### src/rtl/key_in_pio_if.sv
// Avalon-MM slave bus bundle for key_in_pio.
//   address     master->slave  word address (4 registers)
//   chipselect  master->slave  slave select
//   write_n     master->slave  active-low write strobe
//   writedata   master->slave  write data
//   readdata    slave->master  combinational read data, zero wait states
//   irq         slave->master  level interrupt, active high
interface key_in_pio_if #(
    parameter int WIDTH = 8
);
    logic [1:0]       address;
    logic             chipselect;
    logic             write_n;
    logic [WIDTH-1:0] writedata;
    logic [WIDTH-1:0] readdata;
    logic             irq;

    modport master (
        output address, chipselect, write_n, writedata,
        input  readdata, irq
    );

    modport slave (
        input  address, chipselect, write_n, writedata,
        output readdata, irq
    );
endinterface

### src/rtl/key_in_pio.sv
// Input PIO: synchronizes and debounces WIDTH asynchronous inputs, exposes the
// filtered level, latches qualifying edges into a sticky W1C capture register
// and drives a maskable level interrupt.
//   clk      system clock, rising edge
//   reset    synchronous, active high
//   in_port  asynchronous external inputs
//   bus      Avalon-MM slave (address/chipselect/write_n/writedata/readdata/irq)
// Register map: 0 DATA (RO), 1 reserved (reads 0), 2 IRQ_MASK (RW), 3 EDGE_CAP (W1C).
module key_in_pio #(
    parameter int WIDTH           = 8,
    parameter int SYNC_STAGES     = 2,
    parameter int DEBOUNCE_CYCLES = 0,
    parameter int EDGE_TYPE       = 0
) (
    input  logic             clk,
    input  logic             reset,
    input  logic [WIDTH-1:0] in_port,
    key_in_pio_if.slave      bus
);
    // Counter is at least one bit wide so the bypass build still elaborates.
    localparam int CW = (DEBOUNCE_CYCLES < 1) ? 1 : $clog2(DEBOUNCE_CYCLES + 1);
    localparam logic [CW-1:0] CNT_TC = CW'((DEBOUNCE_CYCLES > 0) ? DEBOUNCE_CYCLES - 1 : 0);

    logic [WIDTH-1:0] sync_q [SYNC_STAGES];
    logic [WIDTH-1:0] sync_d [SYNC_STAGES];
    logic [CW-1:0]    cnt_q  [WIDTH];
    logic [CW-1:0]    cnt_d  [WIDTH];
    logic [WIDTH-1:0] filt_q, filt_d;
    logic [WIDTH-1:0] mask_q, mask_d;
    logic [WIDTH-1:0] cap_q,  cap_d;
    logic [WIDTH-1:0] sync_last;
    logic [WIDTH-1:0] edge_det;
    logic [WIDTH-1:0] w1c;
    logic             wr_en;

    assign sync_last = sync_q[SYNC_STAGES-1];
    assign wr_en     = bus.chipselect & ~bus.write_n;

    always_comb begin
        sync_d[0] = in_port;
        for (int s = 1; s < SYNC_STAGES; s++) begin
            sync_d[s] = sync_q[s-1];
        end
    end

    // Count consecutive disagreeing cycles; the filtered level follows only
    // once the disagreement has persisted for DEBOUNCE_CYCLES edges.
    always_comb begin
        filt_d = filt_q;
        for (int i = 0; i < WIDTH; i++) begin
            cnt_d[i] = '0;
            if (DEBOUNCE_CYCLES == 0) begin
                filt_d[i] = sync_last[i];
            end else if (sync_last[i] != filt_q[i]) begin
                if (cnt_q[i] == CNT_TC) begin
                    filt_d[i] = sync_last[i];
                end else begin
                    cnt_d[i] = cnt_q[i] + CW'(1);
                end
            end
        end
    end

    always_comb begin
        case (EDGE_TYPE)
            0:       edge_det =  filt_d & ~filt_q;
            1:       edge_det = ~filt_d &  filt_q;
            default: edge_det =  filt_d ^  filt_q;
        endcase
    end

    // A detected edge overrides a simultaneous W1C on the same bit.
    always_comb begin
        w1c    = (wr_en && bus.address == 2'd3) ? bus.writedata : '0;
        mask_d = (wr_en && bus.address == 2'd2) ? bus.writedata : mask_q;
        cap_d  = (cap_q & ~w1c) | edge_det;
    end

    always_ff @(posedge clk) begin
        if (reset) begin
            for (int s = 0; s < SYNC_STAGES; s++) begin
                sync_q[s] <= '0;
            end
            for (int i = 0; i < WIDTH; i++) begin
                cnt_q[i] <= '0;
            end
            filt_q <= '0;
            mask_q <= '0;
            cap_q  <= '0;
        end else begin
            for (int s = 0; s < SYNC_STAGES; s++) begin
                sync_q[s] <= sync_d[s];
            end
            for (int i = 0; i < WIDTH; i++) begin
                cnt_q[i] <= cnt_d[i];
            end
            filt_q <= filt_d;
            mask_q <= mask_d;
            cap_q  <= cap_d;
        end
    end

    always_comb begin
        case (bus.address)
            2'd0:    bus.readdata = filt_q;
            2'd2:    bus.readdata = mask_q;
            2'd3:    bus.readdata = cap_q;
            default: bus.readdata = '0;
        endcase
    end

    assign bus.irq = |(cap_q & mask_q);
endmodule

### src/flat_wrapper.sv
// flat-port wrapper written by rule: the top's interface ports become plain ports
module key_in_pio_flat 
#(
    parameter int WIDTH           = 8,
    parameter int SYNC_STAGES     = 2,
    parameter int DEBOUNCE_CYCLES = 0,
    parameter int EDGE_TYPE       = 0
)
  (clk, reset, in_port, bus_address, bus_chipselect, bus_write_n, bus_writedata, bus_readdata, bus_irq);
  key_in_pio_if #(.WIDTH(WIDTH)) bus_i ();
  input  logic clk;
  input  logic reset;
  input  logic [WIDTH-1:0] in_port;
  input wire logic [$bits(bus_i.address)-1:0] bus_address;
  input wire logic [$bits(bus_i.chipselect)-1:0] bus_chipselect;
  input wire logic [$bits(bus_i.write_n)-1:0] bus_write_n;
  input wire logic [$bits(bus_i.writedata)-1:0] bus_writedata;
  output wire logic [$bits(bus_i.readdata)-1:0] bus_readdata;
  output wire logic [$bits(bus_i.irq)-1:0] bus_irq;
  assign bus_i.address = bus_address;
  assign bus_i.chipselect = bus_chipselect;
  assign bus_i.write_n = bus_write_n;
  assign bus_i.writedata = bus_writedata;
  assign bus_readdata = bus_i.readdata;
  assign bus_irq = bus_i.irq;
  key_in_pio #(.WIDTH(WIDTH), .SYNC_STAGES(SYNC_STAGES), .DEBOUNCE_CYCLES(DEBOUNCE_CYCLES), .EDGE_TYPE(EDGE_TYPE)) u_core (.clk(clk), .reset(reset), .in_port(in_port), .bus(bus_i));
endmodule
### config.mk
export PLATFORM = sky130hd
export DESIGN_NAME = key_in_pio_flat
export DESIGN_NICKNAME = d
export VERILOG_FILES = /design/src/rtl/key_in_pio_if.sv /design/src/rtl/key_in_pio.sv /design/src/flat_wrapper.sv
export SDC_FILE = /design/constraint.sdc
export NUM_CORES = 1
export LEC_CHECK = 0
export CAP_MARGIN = 5
export CORE_MARGIN = 5
export CORE_UTILIZATION = 46
export DETAILED_ROUTE_END_ITERATION = 8
export PLACE_DENSITY = 0.79
export SLEW_MARGIN = 20
export SYNTH_ARGS = -nofsm -noshare
export SYNTH_HDL_FRONTEND = slang
export SYNTH_SLANG_ARGS = --single-unit
### constraint.sdc
create_clock -name clk -period 0.9 [get_ports clk]
set_input_delay 0.135 -clock clk [delete_from_list [all_inputs] [get_ports clk]]
set_output_delay 0.135 -clock clk [all_outputs]
set_load 0.02 [all_outputs]
==> flow_summary.toml <==
[clocking]
cts_num_sinks = 40
clock_latency_ns = 0.29
ctsHtreeMaxLevel = 2
cts.clk_slew.worst_paths_ns = 0.07
cts_tree = "yes"
clk_path_buf_depth = 2
cts-root-buf = "clkbuf_8"
cts_buffers = 5

[grt]
grt_max_degree = 26
grt_overflow = 0
grt_usage = 0.167
grt_pass1_vias = 1437
antenna_found_initial = 0
grt_pass1_wl_mm = 6.56

[layout]
regArea_sq_um = 826
multi_input_area_sq_um = 885
diodes = 0
nets = 231
fillerInstances = 299
stdcell_count = 258
syn2layout_area_growth_pct = 41.5
final_area_sq_um = 2410
final_core_util = 0.664
drive_gt1_frac = 0.405

[synthesis]
yosysSeqAreaShare = 0.470
synth_top_cell_area_share = 0.470
synth-seq-cells = 40
synth_area_sq_um = 1710
syn_area_per_cell_sq_um = 10.9
synth.distinct_cells = 18
syn_inst = 156
syn-num-nets = 178
yosysWarningCount = 0
synth_area_leaders = "dfxtp_1, mux2i_1, nand2b_1, nor2b_1, or3b_1"
yosys.area.top_type = "dfxtp_1"

[setup_path]
worst_path_max_delay_cell = "dfxtp_2"
end_kind = "primary output"
cp_max_fo = 2
crit_required_ns = 0.76
critPathMaxStageDelay_ns = 0.33
start_kind = "register"
crit_chain = "a22oi_2, nand4_1, buf_4"
cp.arrival_ns = 1.10
worst-setup-path-type = "reg -> out"

[pwr]
p_leak_nw = 0.951
power_density_nw_per_um2 = 1550
ir_worst_vdd_v = 0.000882
p_total_mw = 3.73

[sta]
finalCritPeriodShare = 1.37
setup_viol = 16
rsz0062_at_grt = "true"
setup_tns_ns = -2.83
worst_pin_slew_ns = 0.196
timing.hold.ws_ns = 0.393
fin_ws_ns = -0.336
fmax_ghz = 0.809
drv_slew = 0
clock_skew_ns = 0.00477
slew_headroom = 0.865
final-hold-violation-count = 0
finalCriticalPeriod_ns = 1.24

[flow_run]
maxCapViolations = 0

[drt]
antenna_left = 0
routedWlPerCell_um = 14.8
viasPerCell = 5.07
drt-total-wl_mm = 3.83
vias = 1307
drc = 0
firstDrtPassIters = 4
first_iter_violations = 69

[min_path]
min_path_type = "in -> reg"

[place]
place_congestion = 0.729
dpl-instance-area_sq_um = 2160
preCtsSetupSlack_ns = -0.972
placed_cells = 243
place.port_buffers = 30
hpwl_mm = 2.60

[run_status]
outcome = "finished, violations left"
violations = "setup timing"

[die]
placement_rows = 22
die_x_um = 70.9
core_sq_um = 3630
start_util = 0.469
dieArea_sq_um = 5030
ioPinCount = 31
die_height_um = 70.9
## final cells by class
cell class	count	share of cell area
sequential	40	0.342
timing repair buffer	58	0.229
clock buffer	8	0.0373
tap	48	0.0249
multi-input combinational	104	0.367
## synthesized netlist by cell type
cell type,instances
a22oi_1,4
and2_1,1
and4b_1,1
and4bb_1,1
buf_2,2
buf_4,1
buf_6,5
clkbuf_1,4
dfxtp_1,40
mux2i_1,16
nand2b_1,24
nand4_1,1
nor2b_1,24
o211ai_1,4
o211ai_2,4
o2bb2ai_1,8
or3b_1,12
or3b_2,4
## registers in the layout, summed over array words and instances (netlist names)
| name | cells |
|---|---|
| u_core.mask_q | 8 |
| u_core.filt_q | 8 |
| u_core.sync_q | 16 |
| u_core.cap_q | 8 |
## report_power, final
group          switching (mW)  total (mW)  internal (mW)  leakage [nW]
Sequential             0.0641        1.94           1.87         0.336
Combinational           0.229       0.608          0.379         0.569
Clock                   0.562        1.19          0.624        0.0455
Total                   0.855        3.73           2.87         0.951
## path summary, 6_finish.rpt
kind / startpoint / to / slack (ns) / cells after the start
max: u_core.cap_q[2] / bus_irq / -0.34 / 3
min: in_port[3] / u_core.sync_q[0][3] / 0.39 / 2
max reg2reg: u_core.cap_q[3] / u_core.cap_q[3] / -0.13 / 4
min reg2reg: u_core.sync_q[0][3] / u_core.sync_q[0][11] / 0.44 / 1
## placed cells by master, fill, tap and decap left out, drive strengths merged
cell,netlist,layout
and2,1,1
buf,8,39
and4bb,1,1
clkdlybuf4s50,0,16
nand2b,24,24
o2bb2ai,8,8
or3b,16,16
a22oi,4,4
nand4,1,1
and4b,1,1
o211ai,8,8
dfxtp,40,40
clkbuf,4,8
dlygate4sd2,0,3
mux2i,16,16
nor2b,24,24
## routing by layer
layer  track usage  routed length, um
met1         0.193               1640
met2         0.277               1900
met3        0.0653                230
met4        0.0689                 55
met5             0                  0
## logic make-up after synthesis
kind of cell	after synthesis	share of synthesized area
AND/OR/NAND/NOR	68	0.279
flip-flops	40	0.470
AO/OA/AOI/OAI	20	0.106
multiplexers	16	0.0939
buffers and inverters	12	0.0521
## critical path, delay by kind of cell (launching register included)
kind | cells | cell delay (ns)
flip-flops | 1 | 0.33
buffers and inverters | 1 | 0.17
AND/OR/NAND/NOR | 1 | 0.12
AO/OA/AOI/OAI | 1 | 0.20
## timing repair
action | 4_1_cts | 5_1_grt
gates cloned | 3 | 0
pin swaps | 11 | 7
setup buffers | 3 | 4
hold buffers | 0 | 0
gates resized for setup | 96 | 12
endpoints found under the setup margin | 33 | 22
Power figures use the tool's default switching activity.
==> patch 1 (same flow settings) <==
`SYNC_STAGES` is set to 2 in 2 places; all go to 1.
--- a/src/rtl/key_in_pio.sv
+++ b/src/rtl/key_in_pio.sv
@@ -8,7 +8,7 @@
 // Register map: 0 DATA (RO), 1 reserved (reads 0), 2 IRQ_MASK (RW), 3 EDGE_CAP (W1C).
 module key_in_pio #(
     parameter int WIDTH           = 8,
-    parameter int SYNC_STAGES     = 2,
+    parameter int SYNC_STAGES     = 1,
     parameter int DEBOUNCE_CYCLES = 0,
     parameter int EDGE_TYPE       = 0
 ) (
--- a/src/flat_wrapper.sv
+++ b/src/flat_wrapper.sv
@@ -2,7 +2,7 @@
 module key_in_pio_flat 
 #(
     parameter int WIDTH           = 8,
-    parameter int SYNC_STAGES     = 2,
+    parameter int SYNC_STAGES     = 1,
     parameter int DEBOUNCE_CYCLES = 0,
     parameter int EDGE_TYPE       = 0
 )
Function: changed (Yosys sat finds a counterexample within 4 cycles, from zero or initial values and one cycle with reset high).
==> patch 1 against the original RTL <==
The flow still finishes with violations (negative setup slack); clock power decreased by 27%; largest cell class unchanged; sequential cell count down 8; highest routed layer unchanged; die area shrank 11%; critical endpoint unchanged; area after synthesis shrank 13%; cell count shrank 8.5%; design area fell by 7.4%; power fell by 15%; worst setup slack got worse by 0.082 ns; routed wire length is 2.1% lower.
==> patch 1: results (changes against the original RTL) <==
synth:
  synth_fp_nets: 161  # -9.6%
  postSynth.asyncResetShare_pct: 0  # unchanged
  synthTopCellsByArea: "dfxtp_1 43%, mux2i_1 11%, nand2b_1 10%, or3b_2 8.2%, nor2b_1 6.7%"
  synthMuxAreaShare_pct: 10.7  # +1.4 points
  syn_inst: 139  # -11%
  synth-xor-area-share_pct: 0  # unchanged
  seq_area_frac_synth_pct: 43.0  # -4.0 points
  synth_fa_ha_area_share_pct: 0  # unchanged
  synth-compound-area-share_pct: 12.8  # +2.2 points
  ys_top_cells_by_count: "32 x dfxtp_1, 24 x nand2b_1, 16 x mux2i_1, 16 x nor2b_1, 14 x or3b_2"
  yosys_register_bits: 32  # -20%
cts:
  clockRootBuffer: "clkbuf_4"
  clock_latency_ns: 0.34  # +0.05 ns
  htree_levels: 2  # unchanged
  clkSlewWorstSetupHoldPaths_ns: 0.10  # +0.03 ns
layout:
  final_nets: 213  # -7.8%
  final_layout_size_suffix_gt1_share_pct: 50.0  # +9.5 points
pwr:
  pg_comb_mw: 0.704  # +16%
  p_per_area_mw_per_mm2: 1420  # -8.2%
  ir_worst_vdd_mv: 1.06  # +20%
  leakagePower_nw: 0.891  # -6.3%
  power_switching_mw: 0.836  # -2.3%
  pwr-share-seq_pct: 50.3  # -1.6 points
hold_path:
  min_from: "in_port[7]"
  hold_depth: 2  # unchanged
  hold_end: "u_core.sync_q[0][7]"
timing:
  setup_violations: 16  # unchanged
  skew_ns: 0.00271  # -0.00206 ns
  tns_ns: -3.57  # -0.740 ns
  worst_slack_ns: -0.419  # -0.0824 ns
  slew-limit-headroom_pct: 82.7  # -3.8 points
  hold_ws_ns: 0.332  # -0.0610 ns
placed_design:
  postPlaceCellArea_mm2: 0.00196  # -9.0%
  gp_congestion: 0.773  # +6.0%
  hpwl_um: 2420  # -6.9%
  dpl.cell_count: 221  # -9.1%
  dp_slack_ns: -0.940  # +0.0324 ns
critical_path:
  crit_start: "u_core.mask_q[1]"
  reg2reg_slack_ns: -0.13  # about the same
  cp_slowest_cell: "dfxtp_4"
  critical-path-max-stage-delay_ns: 0.37  # +0.04 ns
  cp_top_family: "flip-flops"
  crit_path_max_fanout: 3  # +1
  r2r_end: "u_core.cap_q[1]"
  r2r-start: "u_core.cap_q[1]"
routing:
  drt_iter0_drc: 30  # -57%
  first_pass_iters: 4  # unchanged
  via_count: 1209  # -7.5%
  vias_per_cell: 5.12  # +1.1%
  wl_per_cell_um: 15.9  # +7.1%
outcome:
  status: "finished with violations"
  violations: "negative setup slack"
global_route:
  grt_max_degree: 22  # -15%
  grt_pass1_vias: 1258  # -12%
  grtUsageTotal_pct: 19.0  # +2.2 points
  grt_first_pass_wirelength_um: 6090  # -7.3%
patch 1: changes by cell type after synthesis, sizes merged:
cell,unedited run,this run
dfxtp,40,32
nor2b,24,16
buf,8,7
patch 1: repair_timing:
action,CTS,global route
pin swaps,12,6
setup endpoints to repair,25,23
gates resized for setup,95,14
cloned,2,0
buffers inserted,3,4
patch 1: final cells by class:
cell class | instances | area [um^2]
Clock inverter | 2 | 10.0
Multi-Input combinational cell | 96 | 878
Tap cell | 44 | 55.1
Fill cell | 225 | 842
Sequential cell | 32 | 671
Timing Repair Buffer | 56 | 571
Clock buffer | 6 | 51.3
patch 1: per-layer routing:
metal	vias to the layer above	GRT usage (%)	share of wire [%]
met5	-	0	0
met4	0	6.08	1.3
met3	5	7.08	5.0
met2	28	31.9	49
met1	580	22.1	44
li1	596	-	-
==> patch 2 (same settings) <==
Without the edit above. Add an input register stage for `in_port`, with the module's reset; this delays it by one clock. The other inputs are not delayed to match.
--- a/src/rtl/key_in_pio.sv
+++ b/src/rtl/key_in_pio.sv
@@ -21,6 +21,16 @@
     localparam int CW = (DEBOUNCE_CYCLES < 1) ? 1 : $clog2(DEBOUNCE_CYCLES + 1);
     localparam logic [CW-1:0] CNT_TC = CW'((DEBOUNCE_CYCLES > 0) ? DEBOUNCE_CYCLES - 1 : 0);
 
+    logic [WIDTH-1:0] in_port_q;
+
+    always_ff @(posedge clk) begin
+        if (reset) begin
+            in_port_q <= '0;
+        end else begin
+            in_port_q <= in_port;
+        end
+    end
+
     logic [WIDTH-1:0] sync_q [SYNC_STAGES];
     logic [WIDTH-1:0] sync_d [SYNC_STAGES];
     logic [CW-1:0]    cnt_q  [WIDTH];
@@ -37,7 +47,7 @@
     assign wr_en     = bus.chipselect & ~bus.write_n;
 
     always_comb begin
-        sync_d[0] = in_port;
+        sync_d[0] = in_port_q;
         for (int s = 1; s < SYNC_STAGES; s++) begin
             sync_d[s] = sync_q[s-1];
         end
Behaviour: not the same (a bounded check fails within 4 cycles, from zero or initial values and one cycle with reset high).
==> patch 2 against the original RTL <==
The flow still finishes with violations (negative setup slack); area after synthesis is 13% higher; worst setup slack worse by 0.052 ns; sequential cell count is 8 higher; clock skew shrank 0.00076 ns; power is 18% higher; die area increased by 11%; sequential share of layout area grew 2.0 points; non-clock buffer count decreased by 1; routed wire length increased by 9.5%; hold slack got worse by 0.17 ns; register-to-register slack lost 0.05 ns; design area increased by 16%; largest power group unchanged.
==> patch 2: results (changes against the original RTL) <==
outcome:
  status: "finished with violations"
  violations: "negative setup slack"
synth:
  synth_warnings: 0  # unchanged
  seq_area_frac_synth_pct: 49.7  # +2.8 points
  ys_top_cells_by_count: "48 x dfxtp_1, 32 x nor2b_1, 24 x nand2b_1, 16 x mux2i_1, 14 x or3b_1"
  synth_fa_ha_area_share_pct: 0  # unchanged
  synth-compound-area-share_pct: 9.84  # -0.72 points
  synthTopCellsByArea: "dfxtp_1 50%, nor2b_1 10%, mux2i_1 8.3%, nand2b_1 7.8%, or3b_1 6.3%"
  synth_area_per_cell_um2: 11.2  # +2.1%
  synth-xor-area-share_pct: 0  # unchanged
  synth_fp_nets: 195  # +9.6%
  postSynth.asyncResetShare_pct: 0  # unchanged
  synthMuxAreaShare_pct: 8.29  # -1.1 points
  synth_cell_types: 18  # unchanged
layout:
  diodes: 0  # unchanged
  largest-register: "u_core.sync_q"
  final_layout_size_suffix_gt1_share_pct: 45.8  # +5.3 points
  largest_reg_flops: 16  # unchanged
  final_nets: 246  # +6.5%
  final_cells: 275  # +6.6%
routing:
  drt_iter0_drc: 56  # -19%
  wirelength_um: 4190  # +9.5%
  first_pass_iters: 4  # unchanged
  via_count: 1425  # +9.0%
critical_path:
  cp_slowest_cell: "dfxtp_2"
  crit_arrival_ns: 1.15  # +0.05 ns
  crit_path_max_fanout: 3  # +1
  critical-path-max-stage-delay_ns: 0.34
placed_design:
  gp_congestion: 0.774  # +6.2%
  postPlaceCellArea_mm2: 0.00238  # +10%
  dp_slack_ns: -0.937  # +0.0349 ns
  hpwl_um: 2640  # +1.8%
  port_buffers: 30  # unchanged
  dpl.cell_count: 260  # +7.0%
timing:
  setup_violations: 15  # -1
  worst_slack_ns: -0.388  # -0.0517 ns
  tns_ns: -3.22  # -0.385 ns
  skew_ns: 0.00401  # -0.000759 ns
  slew-limit-headroom_pct: 86.7  # +0.13 points
cts:
  clkSlewWorstSetupHoldPaths_ns: 0.08
  htree_levels: 2  # unchanged
  clockRootBuffer: "clkbuf_8"
  max-clock-path-buffers: 2  # unchanged
  cts_made_buffers: 5  # unchanged
  clock_latency_ns: 0.30
pwr:
  leakagePower_nw: 1.07  # +12%
  ir_worst_vdd_mv: 1.47  # +67%
global_route:
  grt_max_degree: 25  # -3.8%
  antenna_found_initial: 0  # unchanged
  grt_first_pass_wirelength_um: 6340  # -3.4%
  grtUsageTotal_pct: 15.3  # -1.4 points
  grt_pass1_vias: 1331  # -7.4%
hold_path:
  hp-class: "in2reg"
-- patch 2: final timing paths --
kind         slack, ns                start                    to  depth (start not counted)
max              -0.39     u_core.mask_q[3]               bus_irq                          3
min               0.22                reset      u_core.filt_q[4]                          3
max reg2reg      -0.18      u_core.cap_q[3]       u_core.cap_q[3]                          4
min reg2reg       0.44  u_core.sync_q[0][4]  u_core.sync_q[0][12]                          1
-- patch 2: cell type report --
| class | instances | area, um^2 |
|---|---|---|
| Sequential cell | 48 | 1010 |
| Multi-Input combinational cell | 112 | 1030 |
| Clock buffer | 6 | 82.6 |
| Timing Repair Buffer | 57 | 563 |
| Tap cell | 50 | 62.6 |
| Clock inverter | 2 | 38.8 |
| Fill cell | 278 | 1240 |
-- patch 2: per-layer routing --
metal | vias to the layer above | GRT usage, % | part of all wire [%]
met5 | - | 0 | 0
met4 | 0 | 7.31 | 3.9
li1 | 696 | - | -
met2 | 49 | 26.0 | 50
met1 | 662 | 17.2 | 38
met3 | 18 | 5.21 | 7.3
-- patch 2: report_power, final --
part | switching (mW) | internal [mW] | leakage (nW)
clock | 0.693 | 0.908 | 0.0614
combinational | 0.213 | 0.342 | 0.600
sequential | 0.0581 | 2.20 | 0.405
total | 0.964 | 3.45 | 1.07
-- patch 2: worst max-delay path, delay by kind of cell, from the launching register on --
kind | cells | cell delay (ns)
AO/OA/AOI/OAI | 1 | 0.20
flip-flops | 1 | 0.34
AND/OR/NAND/NOR | 1 | 0.15
buffers and inverters | 1 | 0.17
-- patch 2: repair_timing --
item	in CTS	in global routing
buffers inserted	3	4
cloned	1	0
gates resized for setup	105	30
hold endpoints to repair	0	0
pin swaps	9	12
endpoints found under the setup margin	25	19
